`src/rtl/multi_cycle_control_fsm_pkg.sv`:
```
// Shared constants for the multi-cycle MIPS control FSM:
// opcodes, state codes, ALU/mux selects and the opcode class bundle.
package mc_ctrl_pkg;

  localparam logic [5:0] OP_RTYPE = 6'b000000;
  localparam logic [5:0] OP_J     = 6'b000010;
  localparam logic [5:0] OP_BEQ   = 6'b000100;
  localparam logic [5:0] OP_BNE   = 6'b000101;
  localparam logic [5:0] OP_ADDI  = 6'b001000;
  localparam logic [5:0] OP_ADDIU = 6'b001001;
  localparam logic [5:0] OP_SLTI  = 6'b001010;
  localparam logic [5:0] OP_SLTIU = 6'b001011;
  localparam logic [5:0] OP_ANDI  = 6'b001100;
  localparam logic [5:0] OP_ORI   = 6'b001101;
  localparam logic [5:0] OP_LW    = 6'b100011;
  localparam logic [5:0] OP_SW    = 6'b101011;

  localparam logic [3:0] ALU_ADD   = 4'b0000;
  localparam logic [3:0] ALU_SUB   = 4'b0001;
  localparam logic [3:0] ALU_RTYPE = 4'b0010;

  localparam logic [1:0] SRCB_REG  = 2'b00;
  localparam logic [1:0] SRCB_FOUR = 2'b01;
  localparam logic [1:0] SRCB_IMM  = 2'b10;
  localparam logic [1:0] SRCB_IMMS = 2'b11;

  localparam logic [1:0] PCS_ALU    = 2'b00;
  localparam logic [1:0] PCS_ALUOUT = 2'b01;
  localparam logic [1:0] PCS_JUMP   = 2'b10;

  localparam logic [3:0] S_RST       = 4'd0;
  localparam logic [3:0] S_FETCH     = 4'd1;
  localparam logic [3:0] S_DECODE    = 4'd2;
  localparam logic [3:0] S_MEM_ADDR  = 4'd3;
  localparam logic [3:0] S_MEM_READ  = 4'd4;
  localparam logic [3:0] S_MEM_WB    = 4'd5;
  localparam logic [3:0] S_MEM_WRITE = 4'd6;
  localparam logic [3:0] S_R_EXEC    = 4'd7;
  localparam logic [3:0] S_R_WB      = 4'd8;
  localparam logic [3:0] S_I_EXEC    = 4'd9;
  localparam logic [3:0] S_I_WB      = 4'd10;
  localparam logic [3:0] S_BRANCH    = 4'd11;
  localparam logic [3:0] S_JUMP      = 4'd12;
  localparam logic [3:0] S_ILLEGAL   = 4'd13;

  typedef struct packed {
    logic rtype;
    logic lw;
    logic sw;
    logic beq;
    logic bne;
    logic j;
    logic imm;
    logic imm_unsigned;
    logic illegal;
  } op_class_t;

  function automatic logic [3:0] alu_imm(input logic [5:0] op);
    return {1'b1, op[2:0]};
  endfunction

endpackage

```
`src/rtl/multi_cycle_control_fsm_if.sv`:
```
// Controller <-> datapath bundle: IR opcode and memory ready in,
// datapath enables and mux selects out.
interface multi_cycle_control_fsm_if;
  logic [5:0] opcode;
  logic       mem_ready;
  logic       PCWrite;
  logic       PCWriteCond;
  logic       PCWriteCondNE;
  logic [1:0] PCSource;
  logic       IorD;
  logic       MemRead;
  logic       MemWrite;
  logic       IRWrite;
  logic       RegDst;
  logic       MemtoReg;
  logic       RegWrite;
  logic       ALUSrcA;
  logic [1:0] ALUSrcB;
  logic [3:0] ALUop;
  logic       Unsigned;
  logic       instr_done;
  logic       illegal_op;

  modport master (
    input  opcode, mem_ready,
    output PCWrite, PCWriteCond, PCWriteCondNE, PCSource,
    output IorD, MemRead, MemWrite, IRWrite,
    output RegDst, MemtoReg, RegWrite,
    output ALUSrcA, ALUSrcB, ALUop, Unsigned,
    output instr_done, illegal_op
  );

  modport slave (
    output opcode, mem_ready,
    input  PCWrite, PCWriteCond, PCWriteCondNE, PCSource,
    input  IorD, MemRead, MemWrite, IRWrite,
    input  RegDst, MemtoReg, RegWrite,
    input  ALUSrcA, ALUSrcB, ALUop, Unsigned,
    input  instr_done, illegal_op
  );
endinterface

```
`src/rtl/multi_cycle_control_fsm_decode.sv`:
```
// Combinational opcode classifier; exactly one class bit is set.
module mc_opcode_decode
  import mc_ctrl_pkg::*;
(
  input  logic [5:0] opcode,
  output op_class_t  cls
);

  always_comb begin
    cls = '0;
    unique case (1'b1)
      (opcode == OP_RTYPE): cls.rtype = 1'b1;
      (opcode == OP_LW):    cls.lw    = 1'b1;
      (opcode == OP_SW):    cls.sw    = 1'b1;
      (opcode == OP_BEQ):   cls.beq   = 1'b1;
      (opcode == OP_BNE):   cls.bne   = 1'b1;
      (opcode == OP_J):     cls.j     = 1'b1;
      (opcode == OP_ADDIU),
      (opcode == OP_SLTIU): cls.imm_unsigned = 1'b1;
      (opcode == OP_ADDI),
      (opcode == OP_SLTI),
      (opcode == OP_ANDI),
      (opcode == OP_ORI):   cls.imm = 1'b1;
      default:              cls.illegal = 1'b1;
    endcase
  end

endmodule

```
`src/rtl/multi_cycle_control_fsm.sv`:
```
// Multi-cycle MIPS sequencer: state register, next-state logic and
// Moore output decode (only FETCH/MEM_WRITE look at mem_ready).
module multi_cycle_control_fsm
  import mc_ctrl_pkg::*;
#(
  parameter bit USE_MEM_READY = 1'b1,
  parameter int STATE_W       = 4
) (
  input  logic                       clk,
  input  logic                       reset,
  multi_cycle_control_fsm_if.master  bus
);

  typedef enum logic [STATE_W-1:0] {
    ST_RST       = STATE_W'(S_RST),
    ST_FETCH     = STATE_W'(S_FETCH),
    ST_DECODE    = STATE_W'(S_DECODE),
    ST_MEM_ADDR  = STATE_W'(S_MEM_ADDR),
    ST_MEM_READ  = STATE_W'(S_MEM_READ),
    ST_MEM_WB    = STATE_W'(S_MEM_WB),
    ST_MEM_WRITE = STATE_W'(S_MEM_WRITE),
    ST_R_EXEC    = STATE_W'(S_R_EXEC),
    ST_R_WB      = STATE_W'(S_R_WB),
    ST_I_EXEC    = STATE_W'(S_I_EXEC),
    ST_I_WB      = STATE_W'(S_I_WB),
    ST_BRANCH    = STATE_W'(S_BRANCH),
    ST_JUMP      = STATE_W'(S_JUMP),
    ST_ILLEGAL   = STATE_W'(S_ILLEGAL)
  } state_e;

  state_e    state;
  op_class_t cls;
  logic      ready;

  assign ready = USE_MEM_READY ? bus.mem_ready : 1'b1;

  mc_opcode_decode u_dec (
    .opcode (bus.opcode),
    .cls    (cls)
  );

  always_ff @(posedge clk or posedge reset) begin
    if (reset) begin
      state <= ST_RST;
    end else begin
      unique case (state)
        ST_RST:       state <= ST_FETCH;
        ST_FETCH:     if (ready) state <= ST_DECODE;
        ST_DECODE: begin
          unique case (1'b1)
            cls.rtype:                state <= ST_R_EXEC;
            cls.lw, cls.sw:           state <= ST_MEM_ADDR;
            cls.beq, cls.bne:         state <= ST_BRANCH;
            cls.j:                    state <= ST_JUMP;
            cls.imm, cls.imm_unsigned: state <= ST_I_EXEC;
            cls.illegal:              state <= ST_ILLEGAL;
            default:                  state <= ST_ILLEGAL;
          endcase
        end
        ST_MEM_ADDR:  state <= cls.lw ? ST_MEM_READ : ST_MEM_WRITE;
        ST_MEM_READ:  if (ready) state <= ST_MEM_WB;
        ST_MEM_WRITE: if (ready) state <= ST_FETCH;
        ST_R_EXEC:    state <= ST_R_WB;
        ST_I_EXEC:    state <= ST_I_WB;
        ST_ILLEGAL:   state <= ST_ILLEGAL;
        ST_MEM_WB, ST_R_WB, ST_I_WB,
        ST_BRANCH, ST_JUMP:
                      state <= ST_FETCH;
        default:      state <= ST_RST;
      endcase
    end
  end

  always_comb begin
    bus.PCWrite       = 1'b0;
    bus.PCWriteCond   = 1'b0;
    bus.PCWriteCondNE = 1'b0;
    bus.PCSource      = PCS_ALU;
    bus.IorD          = 1'b0;
    bus.MemRead       = 1'b0;
    bus.MemWrite      = 1'b0;
    bus.IRWrite       = 1'b0;
    bus.RegDst        = 1'b0;
    bus.MemtoReg      = 1'b0;
    bus.RegWrite      = 1'b0;
    bus.ALUSrcA       = 1'b0;
    bus.ALUSrcB       = SRCB_REG;
    bus.ALUop         = ALU_ADD;
    bus.Unsigned      = 1'b0;
    bus.instr_done    = 1'b0;
    bus.illegal_op    = 1'b0;
    unique case (state)
      ST_FETCH: begin
        bus.MemRead = 1'b1;
        bus.ALUSrcB = SRCB_FOUR;
        bus.IRWrite = ready;
        bus.PCWrite = ready;
      end
      ST_DECODE:  bus.ALUSrcB = SRCB_IMMS;
      ST_MEM_ADDR: begin
        bus.ALUSrcA = 1'b1;
        bus.ALUSrcB = SRCB_IMM;
      end
      ST_MEM_READ: begin
        bus.MemRead = 1'b1;
        bus.IorD    = 1'b1;
      end
      ST_MEM_WB: begin
        bus.RegWrite   = 1'b1;
        bus.MemtoReg   = 1'b1;
        bus.instr_done = 1'b1;
      end
      ST_MEM_WRITE: begin
        bus.MemWrite   = 1'b1;
        bus.IorD       = 1'b1;
        bus.instr_done = ready;
      end
      ST_R_EXEC: begin
        bus.ALUSrcA = 1'b1;
        bus.ALUop   = ALU_RTYPE;
      end
      ST_R_WB: begin
        bus.RegWrite   = 1'b1;
        bus.RegDst     = 1'b1;
        bus.instr_done = 1'b1;
      end
      ST_I_EXEC: begin
        bus.ALUSrcA  = 1'b1;
        bus.ALUSrcB  = SRCB_IMM;
        bus.ALUop    = alu_imm(bus.opcode);
        bus.Unsigned = cls.imm_unsigned;
      end
      ST_I_WB: begin
        bus.RegWrite   = 1'b1;
        bus.instr_done = 1'b1;
      end
      ST_BRANCH: begin
        bus.ALUSrcA       = 1'b1;
        bus.ALUop         = ALU_SUB;
        bus.PCSource      = PCS_ALUOUT;
        bus.PCWriteCond   = cls.beq;
        bus.PCWriteCondNE = cls.bne;
        bus.instr_done    = 1'b1;
      end
      ST_JUMP: begin
        bus.PCWrite    = 1'b1;
        bus.PCSource   = PCS_JUMP;
        bus.instr_done = 1'b1;
      end
      ST_ILLEGAL: bus.illegal_op = 1'b1;
      default: ;
    endcase
  end

endmodule

```
`src/flat_wrapper.sv`:
```
// flat-port wrapper written by rule: the top's interface ports become plain ports
module multi_cycle_control_fsm_flat import mc_ctrl_pkg::*;
#(
  parameter bit USE_MEM_READY = 1'b1,
  parameter int STATE_W       = 4
)
  (clk, reset, bus_opcode, bus_mem_ready, bus_PCWrite, bus_PCWriteCond, bus_PCWriteCondNE, bus_PCSource, bus_IorD, bus_MemRead, bus_MemWrite, bus_IRWrite, bus_RegDst, bus_MemtoReg, bus_RegWrite, bus_ALUSrcA, bus_ALUSrcB, bus_ALUop, bus_Unsigned, bus_instr_done, bus_illegal_op);
  multi_cycle_control_fsm_if bus_i ();
  input  logic clk;
  input  logic reset;
  input wire logic [$bits(bus_i.opcode)-1:0] bus_opcode;
  input wire logic [$bits(bus_i.mem_ready)-1:0] bus_mem_ready;
  output wire logic [$bits(bus_i.PCWrite)-1:0] bus_PCWrite;
  output wire logic [$bits(bus_i.PCWriteCond)-1:0] bus_PCWriteCond;
  output wire logic [$bits(bus_i.PCWriteCondNE)-1:0] bus_PCWriteCondNE;
  output wire logic [$bits(bus_i.PCSource)-1:0] bus_PCSource;
  output wire logic [$bits(bus_i.IorD)-1:0] bus_IorD;
  output wire logic [$bits(bus_i.MemRead)-1:0] bus_MemRead;
  output wire logic [$bits(bus_i.MemWrite)-1:0] bus_MemWrite;
  output wire logic [$bits(bus_i.IRWrite)-1:0] bus_IRWrite;
  output wire logic [$bits(bus_i.RegDst)-1:0] bus_RegDst;
  output wire logic [$bits(bus_i.MemtoReg)-1:0] bus_MemtoReg;
  output wire logic [$bits(bus_i.RegWrite)-1:0] bus_RegWrite;
  output wire logic [$bits(bus_i.ALUSrcA)-1:0] bus_ALUSrcA;
  output wire logic [$bits(bus_i.ALUSrcB)-1:0] bus_ALUSrcB;
  output wire logic [$bits(bus_i.ALUop)-1:0] bus_ALUop;
  output wire logic [$bits(bus_i.Unsigned)-1:0] bus_Unsigned;
  output wire logic [$bits(bus_i.instr_done)-1:0] bus_instr_done;
  output wire logic [$bits(bus_i.illegal_op)-1:0] bus_illegal_op;
  assign bus_i.opcode = bus_opcode;
  assign bus_i.mem_ready = bus_mem_ready;
  assign bus_PCWrite = bus_i.PCWrite;
  assign bus_PCWriteCond = bus_i.PCWriteCond;
  assign bus_PCWriteCondNE = bus_i.PCWriteCondNE;
  assign bus_PCSource = bus_i.PCSource;
  assign bus_IorD = bus_i.IorD;
  assign bus_MemRead = bus_i.MemRead;
  assign bus_MemWrite = bus_i.MemWrite;
  assign bus_IRWrite = bus_i.IRWrite;
  assign bus_RegDst = bus_i.RegDst;
  assign bus_MemtoReg = bus_i.MemtoReg;
  assign bus_RegWrite = bus_i.RegWrite;
  assign bus_ALUSrcA = bus_i.ALUSrcA;
  assign bus_ALUSrcB = bus_i.ALUSrcB;
  assign bus_ALUop = bus_i.ALUop;
  assign bus_Unsigned = bus_i.Unsigned;
  assign bus_instr_done = bus_i.instr_done;
  assign bus_illegal_op = bus_i.illegal_op;
  multi_cycle_control_fsm #(.USE_MEM_READY(USE_MEM_READY), .STATE_W(STATE_W)) u_core (.clk(clk), .reset(reset), .bus(bus_i));
endmodule
```
`config.mk`:
```
export PLATFORM = sky130hd
export DESIGN_NAME = multi_cycle_control_fsm_flat
export DESIGN_NICKNAME = d
export VERILOG_FILES = /design/src/rtl/multi_cycle_control_fsm_pkg.sv /design/src/rtl/multi_cycle_control_fsm_if.sv /design/src/rtl/multi_cycle_control_fsm_decode.sv /design/src/rtl/multi_cycle_control_fsm.sv /design/src/flat_wrapper.sv
export SDC_FILE = /design/constraint.sdc
export NUM_CORES = 1
export LEC_CHECK = 0
export BUFFER_PORTS_ARGS = -buffer_cell sky130_fd_sc_hd__buf_2
export CAP_MARGIN = 20
export CORE_UTILIZATION = 45
export CTS_BUF_LIST = sky130_fd_sc_hd__clkbuf_16
export DETAILED_ROUTE_END_ITERATION = 6
export PLACE_DENSITY = 0.79
export SLEW_MARGIN = 10
export SYNTH_ARGS = -nofsm -noshare
export SYNTH_HDL_FRONTEND = slang
export SYNTH_SLANG_ARGS = --single-unit
```
`constraint.sdc`:
```
create_clock -name clk -period 2.5 [get_ports clk]
set_input_delay 0 -clock clk [delete_from_list [all_inputs] [get_ports clk]]
set_output_delay 0 -clock clk [all_outputs]
set_load 0.05 [all_outputs]
```
==> flow_metrics.tcl, run 1 <==
set metrics [dict create \
    syn_area_per_cell_um2 6.79 \
    crit_type "flop to primary output" \
    multiInputGateArea_um2 419 \
    gp_congestion 0.808 \
    setup_viol 0 \
    cts_tree "done" \
    cts_inserted_buffers 3 \
    grt.total_usage_pct 25.4 \
    clk_pin_slew_worst_paths_ps 30 \
    rows 12 \
    r2r_slack_ps 920 \
    place_hpwl_um 1130 \
    top_regs "u_core.state: 4 flops" \
    fin_skew_ps 4.88 \
    drt_iter0_markers 22 \
    fill_cells 112 \
    synth_nets 95 \
    remaining_drc_errors 0 \
    rr_startpoint "u_core.state[1]" \
    design_area_um2 791 \
    drive_above_1_share_pct 34.2 \
    largest_register_ffs 4 \
    antenna_found_initial 0 \
    fin_hold_ws_ps 77.2 \
    via_per_inst 5.81 \
    clk_latency_ps 220 \
    design.core.area_um2 1160 \
    hold_depth 3 \
    clockPowerShare_pct 20.8 \
    worst_slack_ps 590 \
    drt-total-wl_um 1540 \
    grt-ovfl-total 0 \
    area_growth_pct 35.3 \
    cp-start-kind "flop" \
    ir_drop_mv 1.07 \
    io_pins 31 \
    cts.sink_count 4 \
    relSlewSlack_pct 54.6 \
    dieWidth_um 38.0 \
    place_ws_ps 843 \
    power.switching_uw 688 \
    seqPwrFrac_pct 16.4 \
    tightest_slew_ps 682 \
    combPwrFrac_pct 62.8 \
    crit_path_max_fanout 22 \
    antenna_left 0 \
    rsz0062_at_grt "false" \
    min_from "bus_opcode[4]" \
    syn_area_um2 584 \
    max_cap_viol_count 0 \
    critPathCaptureType "primary output" \
    swShare_pct 58.0 \
    antennaDiodeCount 0 \
    dpl_cell_area_um2 706 \
    io_buffers 30 \
    synth_cell_types 35 \
    first_global_vias 612 \
    netlist_instances 86 \
    num-nets-final 125 \
    crit_path_start "u_core.state[2]" \
    cts_max_level 1 \
    hold_viol 0 \
    regMostFlops "u_core.state" \
    min_to "u_core.state[3]" \
    cts_buffer_depth 2 \
    synth_warnings 0 \
    grt_max_degree 23 \
    hold_path_class "input pin to flop" \
    regArea_um2 100 \
    timing.fmax_mhz 524 \
    ys_ff_latch 4 \
    wl_per_cell_um 12.1 \
    period_needed_ps 1910 \
    dr.pass1.iters 4 \
    r2r-end "u_core.state[1]" \
    r2r_cells 4 \
    root_buffer "clkbuf_16" \
    dieArea_um2 1450 \
    status "completed" \
    grt_first_pass_wirelength_um 2620 \
    layout_worst_path_cycle_share_pct 76.4 \
    initial_core_util_pct 50.5 \
    die_h_um 38.0 \
    setup_tns_ps 0 \
    arrival_ps 1910 \
    p_int_uw 497 \
    num_vias 744 \
    power_density_nw_per_um2 1500 \
    yosysSeqAreaShare_pct 17.1 \
    slew_violations 0 \
    leakagePower_nw 0.402 \
    required_ps 2500 \
]
worst max-delay path, stage by stage (launching register included):
cell and delay, ps:
dfrtp_1 770, nand2b_1 230, nor2_1 180, a221oi_1 90, a31oi_1 140, buf_2 280
per-stage QoR:
stage	power (mW)	utilization, %	std cells
after floorplan	0.825	-	86
after global placement	0.929	61.0	124
after detailed placement	0.935	61.0	124
after CTS	1.19	68.4	128
after global routing	1.27	68.4	128
final	1.19	68.4	128
per-layer routing:
layer,vias up,share of wire [%],routed length (um),GRT usage (%)
met4,0,0,0,5.36
met1,331,41,633,30.8
met3,0,8.0,123,5.23
li1,370,-,-,-
met2,43,51,786,45.3
met5,-,0,0,0
worst max-delay path by stage:
stage / endpoint / slack (ps) / cells past startpoint
final: bus_instr_done / 590 / 5
after floorplan: bus_Unsigned / 140 / 4
after global routing: bus_instr_done / 440 / 5
after detailed placement: bus_instr_done / 840 / 5
after CTS: bus_instr_done / 610 / 5
after global placement: bus_instr_done / 870 / 5
power by group through the flow:
| stage | sequential, mW | combinational [mW] | clock, mW |
|---|---|---|---|
| global route | 0.207 | 0.802 | 0.258 |
| floorplan | 0.112 | 0.713 | 0 |
| CTS | 0.193 | 0.747 | 0.249 |
| global placement | 0.192 | 0.737 | 0 |
| finish | 0.195 | 0.744 | 0.247 |
| detailed placement | 0.195 | 0.741 | 0 |
layout make-up:
class	instances	area share, %
Timing Repair Buffer	31	20.3
Tap cell	14	2.22
Clock buffer	3	9.49
Sequential cell	4	12.7
Multi-Input combinational cell	71	53.0
Inverter	5	2.37
cells in the final DEF (no fill, tap or decap), types with 3 or more instances in the layout:
cell / count
a31oi_1: 3
a21oi_1: 4
nor3_1: 8
dfrtp_1: 4
nand2_1: 6
clkbuf_16: 3
inv_1: 5
buf_2: 30
nand2b_1: 4
nor2_1: 13
o21ai_0: 3
kinds of logic (layout without fill, tap and decap cells):
group | after synthesis | count (layout) | synth area share (%)
AO/OA/AOI/OAI | 21 | 21 | 24.4
XOR/XNOR | 2 | 2 | 3.00
buffers and inverters | 11 | 39 | 12.0
AND/OR/NAND/NOR | 48 | 48 | 43.5
flip-flops | 4 | 4 | 17.1
cells in the mapped netlist, drive strengths merged:
library cell	count	share of area, %
nand4	1	1.1
and2	1	1.3
o22ai	1	1.1
dfrtp	4	17
xnor2	2	3.0
clkbuf	2	3.2
o21ai	3	2.6
or2	2	2.1
o21bai	1	1.3
a211oi	2	2.6
nor3	9	7.7
and2b	1	1.5
a221oi	1	1.5
nor4	2	2.1
a31oi	3	3.2
buf	4	5.6
and4	1	1.5
nand3	2	1.7
a21oi	4	3.4
nor4bb	1	1.7
a2111oi	2	3.0
o31ai	1	1.3
inv	5	3.2
nor2	13	8.4
nor2b	2	2.1
and4b	1	1.7
a32oi	1	1.5
and3	2	2.4
a311o	1	1.7
nand2	6	3.9
o21a	1	1.3
nand2b	4	4.3
what timing repair did:
item,CTS,global route
hold endpoints to repair,4,0
setup buffers,0,0
hold buffers,1,0
resized for setup,0,0
No activity file was read; power rests on OpenSTA's default activity.
==> run 2, diff against run 1 <==
--- a/config.mk
+++ b/config.mk
@@ -5,12 +5,14 @@
 export SDC_FILE = /design/constraint.sdc
 export NUM_CORES = 1
 export LEC_CHECK = 0
+export ABC_AREA = 1
 export BUFFER_PORTS_ARGS = -buffer_cell sky130_fd_sc_hd__buf_2
 export CAP_MARGIN = 20
-export CORE_UTILIZATION = 45
+export CORE_AREA = 2 2 39 41
 export CTS_BUF_LIST = sky130_fd_sc_hd__clkbuf_16
 export DETAILED_ROUTE_END_ITERATION = 6
-export PLACE_DENSITY = 0.79
+export DIE_AREA = 0 0 41 43
+export PLACE_DENSITY = 0.74
 export SLEW_MARGIN = 10
 export SYNTH_ARGS = -nofsm -noshare
 export SYNTH_HDL_FRONTEND = slang
==> constraint.sdc (replaced) <==
create_clock -name clk -period 1.8 [get_ports clk]
set_input_delay 0 -clock clk [delete_from_list [all_inputs] [get_ports clk]]
set_output_delay 0 -clock clk [all_outputs]
set_load 0.05 [all_outputs]
==> run 2 against run 1 <==
Net effect:
- setup slack lost 330 ps
- hold slack improved by 120 ps
- synthesized cell count increased by 17%
- clock power is 39% higher
- critical path type unchanged
- highest routed layer is now met4
- die area grew 22%
- clock skew down 4.8 ps
- critical path depth up 1
- count of clock-buffer cells in the layout unchanged
- sequential power hardly changed
- critical endpoint is now bus_PCWriteCondNE
- final area up 6.0%
==> flow_metrics.tcl, run 2 <==
set metrics [dict create \
    status "completed" \
    synth-edff-count 0 \
    multiInputGateArea_um2 417 \
    root_buffer "clkbuf_16" \
    top_regs "u_core.state: 4 flops" \
    grt_first_pass_wirelength_um 2460 \
    first_global_vias 638 \
    fin_skew_ps 0.0933 \
    cts_inserted_buffers 3 \
    fin_cells 152 \
    yosysSeqAreaShare_pct 18.5 \
    synth_compound_area_share_pct 13.2 \
    cts_resized 0 \
    crit_type "flop to primary output" \
    synth-xor-area-share_pct 0 \
    cp_slowest_cell "dfrtp_1" \
    dieArea_um2 1760 \
    cts_tree "done" \
    regArea_um2 100 \
    dieWidth_um 41 \
    cp-start-kind "flop" \
    synth_warnings 0 \
    rsz0062_at_grt "false" \
    antennaDiodeCount 0 \
    design.core.area_um2 1380 \
    synth_cell_types 18 \
    critPathCaptureType "primary output" \
    yosys.area_share.adder_pct 0 \
    synth_nets 110 \
    setup_viol 0 \
    drt-total-wl_um 1560 \
    dpl_cell_area_um2 743 \
    placed_cells 147 \
    path_cells "inv_2 -> nand2_1 -> nor2_2 -> inv_1 -> nor3_2 -> buf_2" \
    async_reset_ff_share_pct 100 \
    netlist_instances 101 \
    tightest_slew_ps 255 \
    io_buffers 30 \
    slew_violations 0 \
    cts_buffer_depth 2 \
    design_area_um2 838 \
    grt-ovfl-total 0 \
    leakagePower_nw 0.471 \
    yosys.area.top_type_share_pct 18.5 \
    cts_max_level 1 \
    synth_top_cell_by_area "dfrtp_1" \
    hold_viol 0 \
    crit_family "buffers and inverters" \
    yosys.area_share.simple_pct 58.0 \
    yosysMostFrequentCell "nand2_1" \
    ys_top_cells_by_count "26 x nand2_1, 22 x nor2_1, 11 x inv_1" \
    drive_above_1_share_pct 40.4 \
    grt_max_degree 9 \
    largest_register_ffs 4 \
    num_vias 772 \
    antenna_left 0 \
    layout_common_cells "30 x buf_2, 26 x nand2_1, 15 x nor2_1" \
    place_hpwl_um 1250 \
    required_ps 1800 \
    period_needed_ps 1540 \
    ys_ff_latch 4 \
    antenna_found_initial 0 \
    ir_drop_mv 1.46 \
    grt.total_usage_pct 20.8 \
    remaining_drc_errors 0 \
    layout_worst_path_cycle_share_pct 85.8 \
    fin_hold_ws_ps 201 \
    synth_mux_area_share_pct 0 \
    area_growth_pct 54.7 \
    arrival_ps 1540 \
    critPathBufInv 3 \
    syn_area_um2 542 \
    die_h_um 43 \
    synthTopCellsByArea "dfrtp_1 18%, nand2_1 18%, nor2_1 15%, nand3_1 9.2%, inv_1 7.6%" \
    io_pins 31 \
    via_per_inst 5.08 \
    regMostFlops "u_core.state" \
    syn_area_per_cell_um2 5.36 \
    clk_latency_ps 220 \
    synth_top_family_by_area "simple AND/OR/NAND/NOR gates" \
    gp_congestion 0.826 \
    relSlewSlack_pct 83.1 \
    wl_per_cell_um 10.2 \
    initial_core_util_pct 39.2 \
    max_cap_viol_count 0 \
    drt_iter0_markers 28 \
    power_density_nw_per_um2 2060 \
    final_common_cell "buf_2" \
    hold_path_class "input pin to async pin" \
    rows 14 \
    crit_path_max_fanout 5 \
    synth_ff_type "dfrtp_1" \
    fill_cells 149 \
    timing.fmax_mhz 647 \
    num-nets-final 147 \
    clk_pin_slew_worst_paths_ps 30 \
    crit_path_max_incr_delay_ps 420 \
    cts.sink_count 4 \
    dr.pass1.iters 4 \
]
[run 2: cell count changes in the layout (fill, tap and decap cells not counted), sizes merged, moves of 3 or more]
cell / change
nand2: +23
nor2: +12
inv: +10
nand3: +8
nor3: -7
nand2b: -4
o21ai: +3
[run 2: timing repair]
action | in CTS | in global routing
buffers inserted | 0 | 0
hold endpoints to repair | 5 | 0
hold buffers | 2 | 0
[run 2: stage by stage]
stage | utilization, % | total power, mW | worst slack [ps] | setup TNS, ps
2_1_floorplan | - | 1.14 | -151 | -292
3_3_place_gp | 53.7 | 1.38 | 530 | 0
3_5_place_dp | 53.7 | 1.38 | 494 | 0
4_1_cts | 60.6 | 1.74 | 256 | 0
5_1_grt | 60.6 | 1.83 | 123 | 0
6_report | 60.6 | 1.73 | 255 | 0
[run 2: worst paths after layout]
| kind | to | slack, ps | startpoint | cells after the start |
|---|---|---|---|---|
| worst max-delay path | bus_PCWriteCondNE | 260 | u_core.state[2] | 6 |
| worst min-delay path | u_core.state[0] | 200 | reset | 3 |
| worst max register to register | u_core.state[0] | 520 | u_core.state[1] | 8 |
| worst min register to register | u_core.state[2] | 620 | u_core.state[2] | 2 |
| max in group asynchronous | u_core.state[2] | 1450 | reset | 3 |
| min in group clk | u_core.state[1] | 240 | bus_opcode[4] | 7 |
[run 2: cells by family after synthesis]
kind of cell / Yosys count
buffers and inverters: 15
and+or+nand+nor: 69
AOI/OAI and AO/OA: 13
DFF: 4
[run 2: final cells by class]
type / count / area share (%)
inverters: 15 / 6.72
multi-input cells: 82 / 49.7
clock buffers: 3 / 8.96
flip-flops and latches: 4 / 11.9
well taps: 16 / 2.39
repair buffers: 32 / 20.3
[run 2: layer usage]
metal | share of wire [%] | wire, um | global-route usage [%] | vias to the layer above
met5 | 0 | 0 | 0 | -
met3 | 7.5 | 116 | 4.71 | 4
met1 | 44 | 687 | 27.4 | 340
li1 | - | - | - | 392
met4 | 2.7 | 42 | 14.0 | 0
met2 | 46 | 709 | 28.7 | 36
[run 2: tightest hold or removal path: cells and delay by family]
family	cells	cell delay, ps
buf+inv	3	770
[run 2: power by group]
group          leakage (nW)  switching (mW)  internal, mW
logic                 0.384           0.915         0.279
registers            0.0501          0.0605         0.131
clock network        0.0370          0.0596         0.283
==> run 3, diff against run 2 <==
--- a/config.mk
+++ b/config.mk
@@ -8,12 +8,12 @@
 export ABC_AREA = 1
 export BUFFER_PORTS_ARGS = -buffer_cell sky130_fd_sc_hd__buf_2
 export CAP_MARGIN = 20
-export CORE_AREA = 2 2 39 41
+export CORE_UTILIZATION = 45
 export CTS_BUF_LIST = sky130_fd_sc_hd__clkbuf_16
 export DETAILED_ROUTE_END_ITERATION = 6
-export DIE_AREA = 0 0 41 43
-export PLACE_DENSITY = 0.74
+export PLACE_DENSITY = 0.76
 export SLEW_MARGIN = 10
 export SYNTH_ARGS = -nofsm -noshare
 export SYNTH_HDL_FRONTEND = slang
+export SYNTH_HIERARCHICAL = 1
 export SYNTH_SLANG_ARGS = --single-unit
==> run 3 against run 2 <==
Net effect:
- flip-flop and latch count unchanged
- via count increased by 16%
- synthesized cell count increased by 29%
- synthesized area increased by 20%
==> flow_metrics.tcl, run 3 <==
set metrics [dict create \
    cts_resized 0 \
    gp_congestion 0.869 \
    cts_tree "done" \
    status "completed" \
    cts_hold_buf 1 \
    top_regs "u_core/state: 4 flops" \
    clk_latency_ps 220 \
    io_buffers 30 \
    design_area_um2 918 \
    hold_path_class "input pin to flop" \
    fill_cells 119 \
    layout_common_cells "36 x nand2_1, 30 x buf_2, 20 x nor2_1" \
    root_buffer "clkbuf_16" \
    place_hpwl_um 1450 \
    worst_slack_ps 254 \
    required_ps 1800 \
    cts_buffer_depth 2 \
    arrival_ps 1550 \
    design.core.area_um2 1320 \
    dieArea_um2 1600 \
    grt-ovfl-total 0 \
    dr.pass1.iters 4 \
    crit_path_start "u_core/state[1]" \
    timing.fmax_mhz 647 \
    placed_cells 175 \
    hold_viol 0 \
    tightest_slew_ps 279 \
    rsz0062_at_grt "false" \
    wl_per_cell_um 10.1 \
    crit_path_max_incr_delay_ps 400 \
    drive_above_1_share_pct 36.6 \
    num-nets-final 175 \
    syn_area_per_cell_um2 5.01 \
    fin_skew_ps 0.619 \
    path_cells "inv_1 -> nand2_2 -> nor2_2 -> inv_2 -> o22ai_1 -> buf_2" \
    drt_iter0_markers 32 \
    setup_tns_ps 0 \
    cts.sink_count 4 \
    cp_slowest_cell "dfrtp_1" \
    netlist_instances 130 \
    ir_drop_mv 1.23 \
    crit_type "flop to primary output" \
    dpl_cell_area_um2 833 \
    initial_core_util_pct 49.5 \
    via_per_inst 5.02 \
    antenna_left 0 \
    antennaDiodeCount 0 \
    grt.total_usage_pct 26.7 \
    cts_inserted_buffers 3 \
    setup_viol 0 \
    fin_cells 179 \
    final_common_cell "nand2_1" \
    cp-start-kind "flop" \
    post-cts-setup-buffers 0 \
    die_h_um 40.1 \
    syn_area_um2 652 \
    power_density_nw_per_um2 1840 \
    layout_worst_path_cycle_share_pct 85.9 \
    drt-total-wl_um 1810 \
    place_ws_ps 508 \
    regMostFlops "u_core/state" \
    area_growth_pct 40.9 \
    max_cap_viol_count 0 \
    synth_warnings 6 \
    rows 13 \
    clk_pin_slew_worst_paths_ps 30 \
    grt_first_pass_wirelength_um 2980 \
    io_pins 31 \
    grt_max_degree 8 \
    period_needed_ps 1550 \
    cts_max_level 1 \
    dieWidth_um 40.1 \
    min_from "bus_mem_ready" \
    leakagePower_nw 0.553 \
    crit_path_max_fanout 6 \
    rr_startpoint "u_core/state[1]" \
    first_global_vias 748 \
    num_vias 899 \
    crit_family "buffers and inverters" \
    synth_nets 139 \
    relSlewSlack_pct 81.4 \
    slew_violations 0 \
    largest_register_ffs 4 \
    critPathBufInv 3 \
    critPathCaptureType "primary output" \
    antenna_found_initial 0 \
    remaining_drc_errors 0 \
    p_total_mw 1.69 \
]
[run 3: cell types whose count changed in the layout (fill, tap and decap cells not counted), sizes merged, moves of 2 or more]
cell	before	now
a21oi	3	0
nand3b	2	0
nand2	29	39
nor2	25	32
nand3	10	13
inv	15	29
[run 3: power by group]
| group | internal [mW] | total (mW) | switching [mW] |
|---|---|---|---|
| combinational | 0.255 | 1.16 | 0.909 |
| sequential | 0.131 | 0.190 | 0.0591 |
| clock | 0.283 | 0.339 | 0.0560 |
| total | 0.669 | 1.69 | 1.02 |
[run 3: path summary, 6_finish.rpt]
kind                                   endpoint  slack [ps]  depth (start not counted)
worst max-delay path                bus_PCWrite         250                          6
worst min-delay path            u_core/state[1]         130                          4
worst max register to register  u_core/state[2]         500                          6
worst min register to register  u_core/state[3]         670                          2
max in group asynchronous       u_core/state[1]        1460                          3
min in group asynchronous       u_core/state[2]         200                          3
[run 3: per-layer routing]
| layer | GRT usage [%] | up-vias | routed length [um] |
|---|---|---|---|
| li1 | - | 468 | - |
| met1 | 35.5 | 398 | 861 |
| met2 | 44.0 | 31 | 835 |
| met3 | 2.78 | 2 | 101 |
| met4 | 10.3 | 0 | 15 |
| met5 | 0 | - | 0 |
[run 3: cell type report]
class / count / area, um^2 / share of cell area, %
flip-flops and latches: 4 / 100 / 10.9
repair buffers: 31 / 160 / 17.4
clock buffers: 3 / 75.1 / 8.17
inverters: 30 / 113 / 12.3
multi-input cells: 96 / 452 / 49.2
well taps: 15 / 18.8 / 2.04
[run 3: stage by stage]
stage,hold WS [ps],utilization (%)
final,131,69.7
after global routing,165,69.7
after global placement,-115,63.2
after detailed placement,-114,63.2
after floorplan,-234,-
after CTS,131,69.7
[run 3: worst register-to-register path, stage by stage, from the launching register on]
cell,delay (ps)
dfrtp_1,400
inv_1,130
nand2_2,130
nor2_2,220
o21ai_1,130
nand2_1,100
nand2_1,60
